==> src/rtl/out_result_writer_if.sv <==
`timescale 1ns/1ps
`default_nettype none
// +----------------------------------------------------------------------------+
// | out_result_writer_if : classifier-result handshake and BRAM write port     |
// | Rev 1.0                                                                    |
// +----------------------------------------------------------------------------+
interface out_result_writer_if #(
  parameter int NUM_CLASSES = 10,
  parameter int CNT_W       = 8
);
  logic                         result_valid;
  logic                         result_ready;
  logic [NUM_CLASSES*CNT_W-1:0] result_counts;
  logic [31:0]                  Output_Addr;
  logic                         bram_en;
  logic [3:0]                   bram_we;
  logic [31:0]                  bram_addr;
  logic [31:0]                  bram_din;
  logic                         TX_done;
  logic                         wrap_pulse;

  modport master (
    input  result_valid, result_counts, Output_Addr,
    output result_ready, bram_en, bram_we, bram_addr, bram_din, TX_done, wrap_pulse
  );

  modport slave (
    output result_valid, result_counts, Output_Addr,
    input  result_ready, bram_en, bram_we, bram_addr, bram_din, TX_done, wrap_pulse
  );
endinterface
`default_nettype wire

==> src/rtl/out_result_writer.sv <==
`timescale 1ns/1ps
`default_nettype none
// +----------------------------------------------------------------------------+
// | out_result_writer : sequential argmax over per-class spike counts, writes  |
// | one result word per sample to BRAM and strobes the address generator.      |
// | Rev 1.0                                                                    |
// +----------------------------------------------------------------------------+
module out_result_writer #(
  parameter logic [31:0] BRAM_MAX_ADDR = 32'h00002000,
  parameter int          NUM_CLASSES   = 10,
  parameter int          CNT_W         = 8
) (
  input wire                  clk,
  input wire                  resetn,
  out_result_writer_if.master bus
);

  localparam int         VEC_W    = NUM_CLASSES * CNT_W;
  localparam logic [7:0] LAST_IDX = 8'(NUM_CLASSES - 1);

  typedef enum logic [2:0] {
    IDLE   = 3'd0,
    SCAN   = 3'd1,
    CHECK  = 3'd2,
    WRITE  = 3'd3,
    DONE1  = 3'd4,
    DONE2  = 3'd5,
    SETTLE = 3'd6
  } state_t;

  state_t             state_q, state_d;
  logic [VEC_W-1:0]   counts_q, counts_d;
  logic [7:0]         scan_idx_q, scan_idx_d;
  logic [CNT_W-1:0]   max_q, max_d;
  logic [7:0]         max_idx_q, max_idx_d;
  logic [31:0]        addr_q, addr_d;
  logic               skip_q, skip_d;
  logic [15:0]        sample_id_q, sample_id_d;
  logic [31:0]        bram_addr_q, bram_addr_d;
  logic [31:0]        bram_din_q, bram_din_d;
  logic               wrap_d;
  logic               ready_q, en_q, tx_done_q, wrap_q;
  logic [3:0]         we_q;
  logic [CNT_W-1:0]   cur_cnt;
  logic [7:0]         max_ext;

  // Captured counts shift down one class per SCAN cycle, so the current class is always the low slice.
  assign cur_cnt = counts_q[CNT_W-1:0];
  assign max_ext = 8'(max_q);

  always_comb begin
    state_d     = state_q;
    counts_d    = counts_q;
    scan_idx_d  = scan_idx_q;
    max_d       = max_q;
    max_idx_d   = max_idx_q;
    addr_d      = addr_q;
    skip_d      = skip_q;
    sample_id_d = sample_id_q;
    bram_addr_d = bram_addr_q;
    bram_din_d  = bram_din_q;
    wrap_d      = 1'b0;
    case (state_q)
      IDLE: begin
        if (bus.result_valid && ready_q) begin
          counts_d   = bus.result_counts;
          scan_idx_d = 8'd0;
          state_d    = SCAN;
        end
      end
      SCAN: begin
        if ((scan_idx_q == 8'd0) || (cur_cnt > max_q)) begin
          max_d     = cur_cnt;
          max_idx_d = scan_idx_q;
        end
        counts_d = counts_q >> CNT_W;
        if (scan_idx_q == LAST_IDX) begin
          scan_idx_d = 8'd0;
          state_d    = CHECK;
        end else begin
          scan_idx_d = scan_idx_q + 8'd1;
        end
      end
      CHECK: begin
        addr_d = bus.Output_Addr;
        if (bus.Output_Addr < BRAM_MAX_ADDR) begin
          bram_addr_d = bus.Output_Addr;
          bram_din_d  = {sample_id_q, max_ext, max_idx_q};
          state_d     = WRITE;
        end else begin
          // Out-of-range slot: strobe the generator past it, then retry the same result.
          skip_d  = 1'b1;
          wrap_d  = 1'b1;
          state_d = DONE1;
        end
      end
      WRITE: begin
        sample_id_d = sample_id_q + 16'd1;
        state_d     = DONE1;
      end
      DONE1:  state_d = DONE2;
      DONE2:  state_d = SETTLE;
      SETTLE: begin
        if (skip_q) begin
          skip_d  = 1'b0;
          state_d = CHECK;
        end else begin
          state_d = IDLE;
        end
      end
      default: state_d = IDLE;
    endcase
  end

  // Outputs are registered from the next state so they are glitch-free and aligned with it.
  always_ff @(posedge clk or negedge resetn) begin
    if (!resetn) begin
      state_q     <= IDLE;
      counts_q    <= '0;
      scan_idx_q  <= 8'd0;
      max_q       <= '0;
      max_idx_q   <= 8'd0;
      addr_q      <= 32'd0;
      skip_q      <= 1'b0;
      sample_id_q <= 16'd0;
      bram_addr_q <= 32'd0;
      bram_din_q  <= 32'd0;
      ready_q     <= 1'b0;
      en_q        <= 1'b0;
      we_q        <= 4'h0;
      tx_done_q   <= 1'b0;
      wrap_q      <= 1'b0;
    end else begin
      state_q     <= state_d;
      counts_q    <= counts_d;
      scan_idx_q  <= scan_idx_d;
      max_q       <= max_d;
      max_idx_q   <= max_idx_d;
      addr_q      <= addr_d;
      skip_q      <= skip_d;
      sample_id_q <= sample_id_d;
      bram_addr_q <= bram_addr_d;
      bram_din_q  <= bram_din_d;
      ready_q     <= (state_d == IDLE);
      en_q        <= (state_d == WRITE);
      we_q        <= (state_d == WRITE) ? 4'hF : 4'h0;
      tx_done_q   <= (state_d == DONE1) || (state_d == DONE2);
      wrap_q      <= wrap_d;
    end
  end

  assign bus.result_ready = ready_q;
  assign bus.bram_en      = en_q;
  assign bus.bram_we      = we_q;
  assign bus.bram_addr    = bram_addr_q;
  assign bus.bram_din     = bram_din_q;
  assign bus.TX_done      = tx_done_q;
  assign bus.wrap_pulse   = wrap_q;

endmodule
`default_nettype wire

==> src/flat_wrapper.sv <==
// flat-port wrapper written by rule: the top's interface ports become plain ports
module out_result_writer_flat 
#(
  parameter logic [31:0] BRAM_MAX_ADDR = 32'h00002000,
  parameter int          NUM_CLASSES   = 10,
  parameter int          CNT_W         = 8
)
  (clk, resetn, bus_result_valid, bus_result_counts, bus_Output_Addr, bus_result_ready, bus_bram_en, bus_bram_we, bus_bram_addr, bus_bram_din, bus_TX_done, bus_wrap_pulse);
  out_result_writer_if #(.NUM_CLASSES(NUM_CLASSES), .CNT_W(CNT_W)) bus_i ();
  input wire clk;
  input wire resetn;
  input wire logic [$bits(bus_i.result_valid)-1:0] bus_result_valid;
  input wire logic [$bits(bus_i.result_counts)-1:0] bus_result_counts;
  input wire logic [$bits(bus_i.Output_Addr)-1:0] bus_Output_Addr;
  output wire logic [$bits(bus_i.result_ready)-1:0] bus_result_ready;
  output wire logic [$bits(bus_i.bram_en)-1:0] bus_bram_en;
  output wire logic [$bits(bus_i.bram_we)-1:0] bus_bram_we;
  output wire logic [$bits(bus_i.bram_addr)-1:0] bus_bram_addr;
  output wire logic [$bits(bus_i.bram_din)-1:0] bus_bram_din;
  output wire logic [$bits(bus_i.TX_done)-1:0] bus_TX_done;
  output wire logic [$bits(bus_i.wrap_pulse)-1:0] bus_wrap_pulse;
  assign bus_i.result_valid = bus_result_valid;
  assign bus_i.result_counts = bus_result_counts;
  assign bus_i.Output_Addr = bus_Output_Addr;
  assign bus_result_ready = bus_i.result_ready;
  assign bus_bram_en = bus_i.bram_en;
  assign bus_bram_we = bus_i.bram_we;
  assign bus_bram_addr = bus_i.bram_addr;
  assign bus_bram_din = bus_i.bram_din;
  assign bus_TX_done = bus_i.TX_done;
  assign bus_wrap_pulse = bus_i.wrap_pulse;
  out_result_writer #(.BRAM_MAX_ADDR(BRAM_MAX_ADDR), .NUM_CLASSES(NUM_CLASSES), .CNT_W(CNT_W)) u_core (.clk(clk), .resetn(resetn), .bus(bus_i));
endmodule
==> config.mk <==
export PLATFORM = sky130hd
export DESIGN_NAME = out_result_writer_flat
export DESIGN_NICKNAME = d
export VERILOG_FILES = /design/src/rtl/out_result_writer_if.sv /design/src/rtl/out_result_writer.sv /design/src/flat_wrapper.sv
export SDC_FILE = /design/constraint.sdc
export NUM_CORES = 1
export LEC_CHECK = 0
export CORE_MARGIN = 5
export CORE_UTILIZATION = 50
export DETAILED_ROUTE_END_ITERATION = 16
export PLACE_DENSITY = 0.81
export SLEW_MARGIN = 20
export SYNTH_ARGS = -nofsm -noshare
export SYNTH_HDL_FRONTEND = slang
export SYNTH_SLANG_ARGS = --single-unit
==> constraint.sdc <==
create_clock -name clk -period 2.75 [get_ports clk]
set_input_delay 0.55 -clock clk [delete_from_list [all_inputs] [get_ports clk]]
set_output_delay 0.55 -clock clk [all_outputs]
set_load 0.02 [all_outputs]
==> metrics.txt <==
status=finished, final reports clean; critical-path maximum fanout=42; post-CTS resize count=0; Post-CTS Repair Setup Buffers=0; MaxCap Viol Count=0; Setup WS post-layout=371 ps; Leak=4.94 nW; CP bufs+invs=2; nets=1076; shortest period the worst path allows=2380 ps; WP depth=6; CP startpoint kind=input pin; multi-input logic area=3180 um^2; Syn Nets=908; crit share post-route=0.865; total gr overflow=0; peak supply drop=0.468 mV; clk root buf=clkbuf_16; largest net degree at the start of global routing=81; # fillers=1261; GRT Overall Usage=0.198; Yosys reg bits=192; Mapped Cells=781; final hold vios=0; max_slew headroom=0.539; die width=138 um; cell family with most CP delay=simple AND/OR/NAND/NOR gates; Critical Path RT=3050 ps; slowest cell on the critical path=or4_2; H-Tree Depth=4; first-iteration detailed-routing DRC count=347; Syn Area/Cell=10.5 um^2; Cell Rows=47; drt drc=0; Post-synth EDFFs=0; area leader, netlist=dfrtp_1; Hold Crit Class=in2async; yosys warns=0; Fin Clk Skew=12.8 ps; Slew @ Worst Pin=692 ps; top cell type's share of synthesized area=0.583; clock latency on the worst-skew pair=430 ps; CP cell instances=clkdlybuf4s50_1 -> nor4_1 -> nand3_1 -> or4_2 -> buf_12 -> mux2_4; Reg clk slew, reported paths=60 ps; pwr dens=841 nW/um^2; Slew Viols, Final=0; Synth Flop Type=dfrtp_1; Die Y=138 um; Critical Path Sink Type=flop; Arr. time, crit path=2680 ps; drt total wl=18800 um; post-detail-place hpwl=13300 um; global placer's final weighted congestion=0.844; Post-CTS Hold Fix Bufs=0; Synth cell types=48; Longest Clk Path Bufs=2; number of port buffers=186; R2R depth=7; vias in the first global route=6157; Final setup viols=0; Die Area=19100 um^2; mapped cell area=8240 um^2; synth-to-layout area growth=31.9%; via count=6166; # clock sinks=192; register area share after synthesis=0.583; Wirelength per Cell=15.9 um; RSZ-0062 raised after global routing=false; top cells by area, synth=dfrtp_1 58%, nand2_1 7.9%, a31oi_1 5.5%; detail-routed via count per cell=5.22; first-pass GRT wire length=31200 um; Setup Crit Path Kind=in2reg; Placement Setup Slack=-58.4 ps; antenna viol nets, final=0; CTS tree=yes; Num CTS Buffers=17; Register Area=4800 um^2; Starting Density=0.504; core outline area=16300 um^2; Initial DRT Pass Iterations=5; Async SR Flop Fraction=1.00; initial antenna violation count=0; Worst path max stage delay=700 ps; num ports=187; Design Power=9.14 mW; Achievable Freq=420 MHz; Ant. Diodes=0; share of layout cells above drive strength 1=0.113
-- power by group --
group | total, mW | leakage, nW | internal [mW] | switching, mW
Sequential | 4.15 | 2.41 | 3.60 | 0.554
Clock | 2.22 | 0.248 | 1.18 | 1.05
Combinational | 2.76 | 2.27 | 1.22 | 1.54
-- cell families (layout without fill, tap and decap cells) --
family / Yosys count / after routing / synth area share
AND/OR/NAND/NOR: 323 / 323 / 0.169
flip-flops: 192 / 192 / 0.583
AO/OA/AOI/OAI: 120 / 120 / 0.0925
buffers and inverters: 62 / 242 / 0.0340
multiplexers: 56 / 56 / 0.0861
XOR/XNOR: 16 / 16 / 0.0170
adder cells (fa/ha/maj): 12 / 12 / 0.0182
-- worst register-to-register path, cell delays in order (launching register included) --
cell,delay (ps)
dfrtp_1,370
inv_1,60
ha_1,320
nand4_1,150
o21ai_1,310
o22a_1,230
o21a_1,380
mux2_2,390
-- Yosys cell counts (all sizes together), types with 2 or more instances --
cell type,n
dfrtp,192
nand2,174
nor2,82
a31oi,73
mux2,56
clkbuf,35
and2,21
buf,16
a21oi,15
ha,12
o21ai,12
inv,11
nand3,10
xnor2,10
a22o,6
nor4,6
xor2,6
nand4,5
nor3,5
and3,4
nor2b,4
nand2b,3
o21a,2
o311ai,2
o31ai,2
or2,2
or4,2
-- final cells by class --
type / instances / share of cell area
multi-input combinational: 527 / 0.293
clock inverter: 12 / 0.00806
clock buffer: 19 / 0.0408
inverter: 11 / 0.00380
tap: 220 / 0.0253
timing repair buffer: 200 / 0.187
sequential: 192 / 0.442
-- worst paths after layout --
kind	from	slack [ps]	end
max in group asynchronous	resetn	1990	u_core.counts_q[77]
worst min register to register	u_core.sample_id_q[15]	480	u_core.sample_id_q[15]
worst max-delay path	bus_Output_Addr[29]	370	u_core.bus.bram_din[19]
min in group clk	u_core.sample_id_q[15]	480	u_core.sample_id_q[15]
worst min-delay path	resetn	90	u_core.bus.bram_addr[10]
worst max register to register	u_core.max_ext[7]	400	u_core.max_idx_q[1]
-- through the flow --
stage / utilization / hold WS [ps] / area [um^2] / std cells / TNS (ps)
floorplan: - / 254 / 8240 / 781 / 0
global placement: 0.632 / 458 / 10300 / 1150 / 0
detailed placement: 0.632 / 464 / 10300 / 1150 / -1140
CTS: 0.664 / 99.0 / 10900 / 1181 / 0
global route: 0.664 / 113 / 10900 / 1181 / 0
finish: 0.664 / 94.9 / 10900 / 1181 / 0
-- layout by cell type, fill, tap and decap left out, types with 3 or more instances in the layout --
cell type / count
clkdlybuf4s50_1: 185
clkinv_2: 3
nor2b_1: 4
nand2b_1: 3
and2_1: 21
a21oi_1: 15
clkinvlp_4: 5
o21ai_1: 6
dfrtp_1: 192
nor3_1: 5
inv_1: 11
ha_1: 12
a31oi_1: 73
nand3_1: 10
o21ai_0: 5
buf_4: 9
mux2_4: 21
a22o_1: 6
buf_12: 5
and3_1: 4
clkbuf_16: 17
xnor2_1: 10
nand2_1: 174
nand4_1: 5
mux2_2: 34
xor2_1: 6
nor2_1: 82
nor4_1: 4
-- flip-flops by register name (all words and copies together), names as in the netlist --
signal,flops
u_core.sample_id_q,16
u_core.max_idx_q,8
u_core.state_q,3
u_core.bus.wrap_pulse,1
u_core.bus.bram_din,32
u_core.bus.bram_we,1
u_core.counts_q,80
u_core.bus.bram_addr,32
u_core.max_ext,8
u_core.scan_idx_q,8
u_core.bus.TX_done,1
u_core.bus.result_ready,1
u_core.skip_q,1
-- metal layers --
metal,vias up,wire [um],track usage
li1,3001,-,-
met1,2942,8400,0.266
met2,203,8860,0.314
met3,20,1310,0.0590
met4,0,256,0.0546
met5,-,0,0
Note: power is estimated with default switching activity, not from simulation.
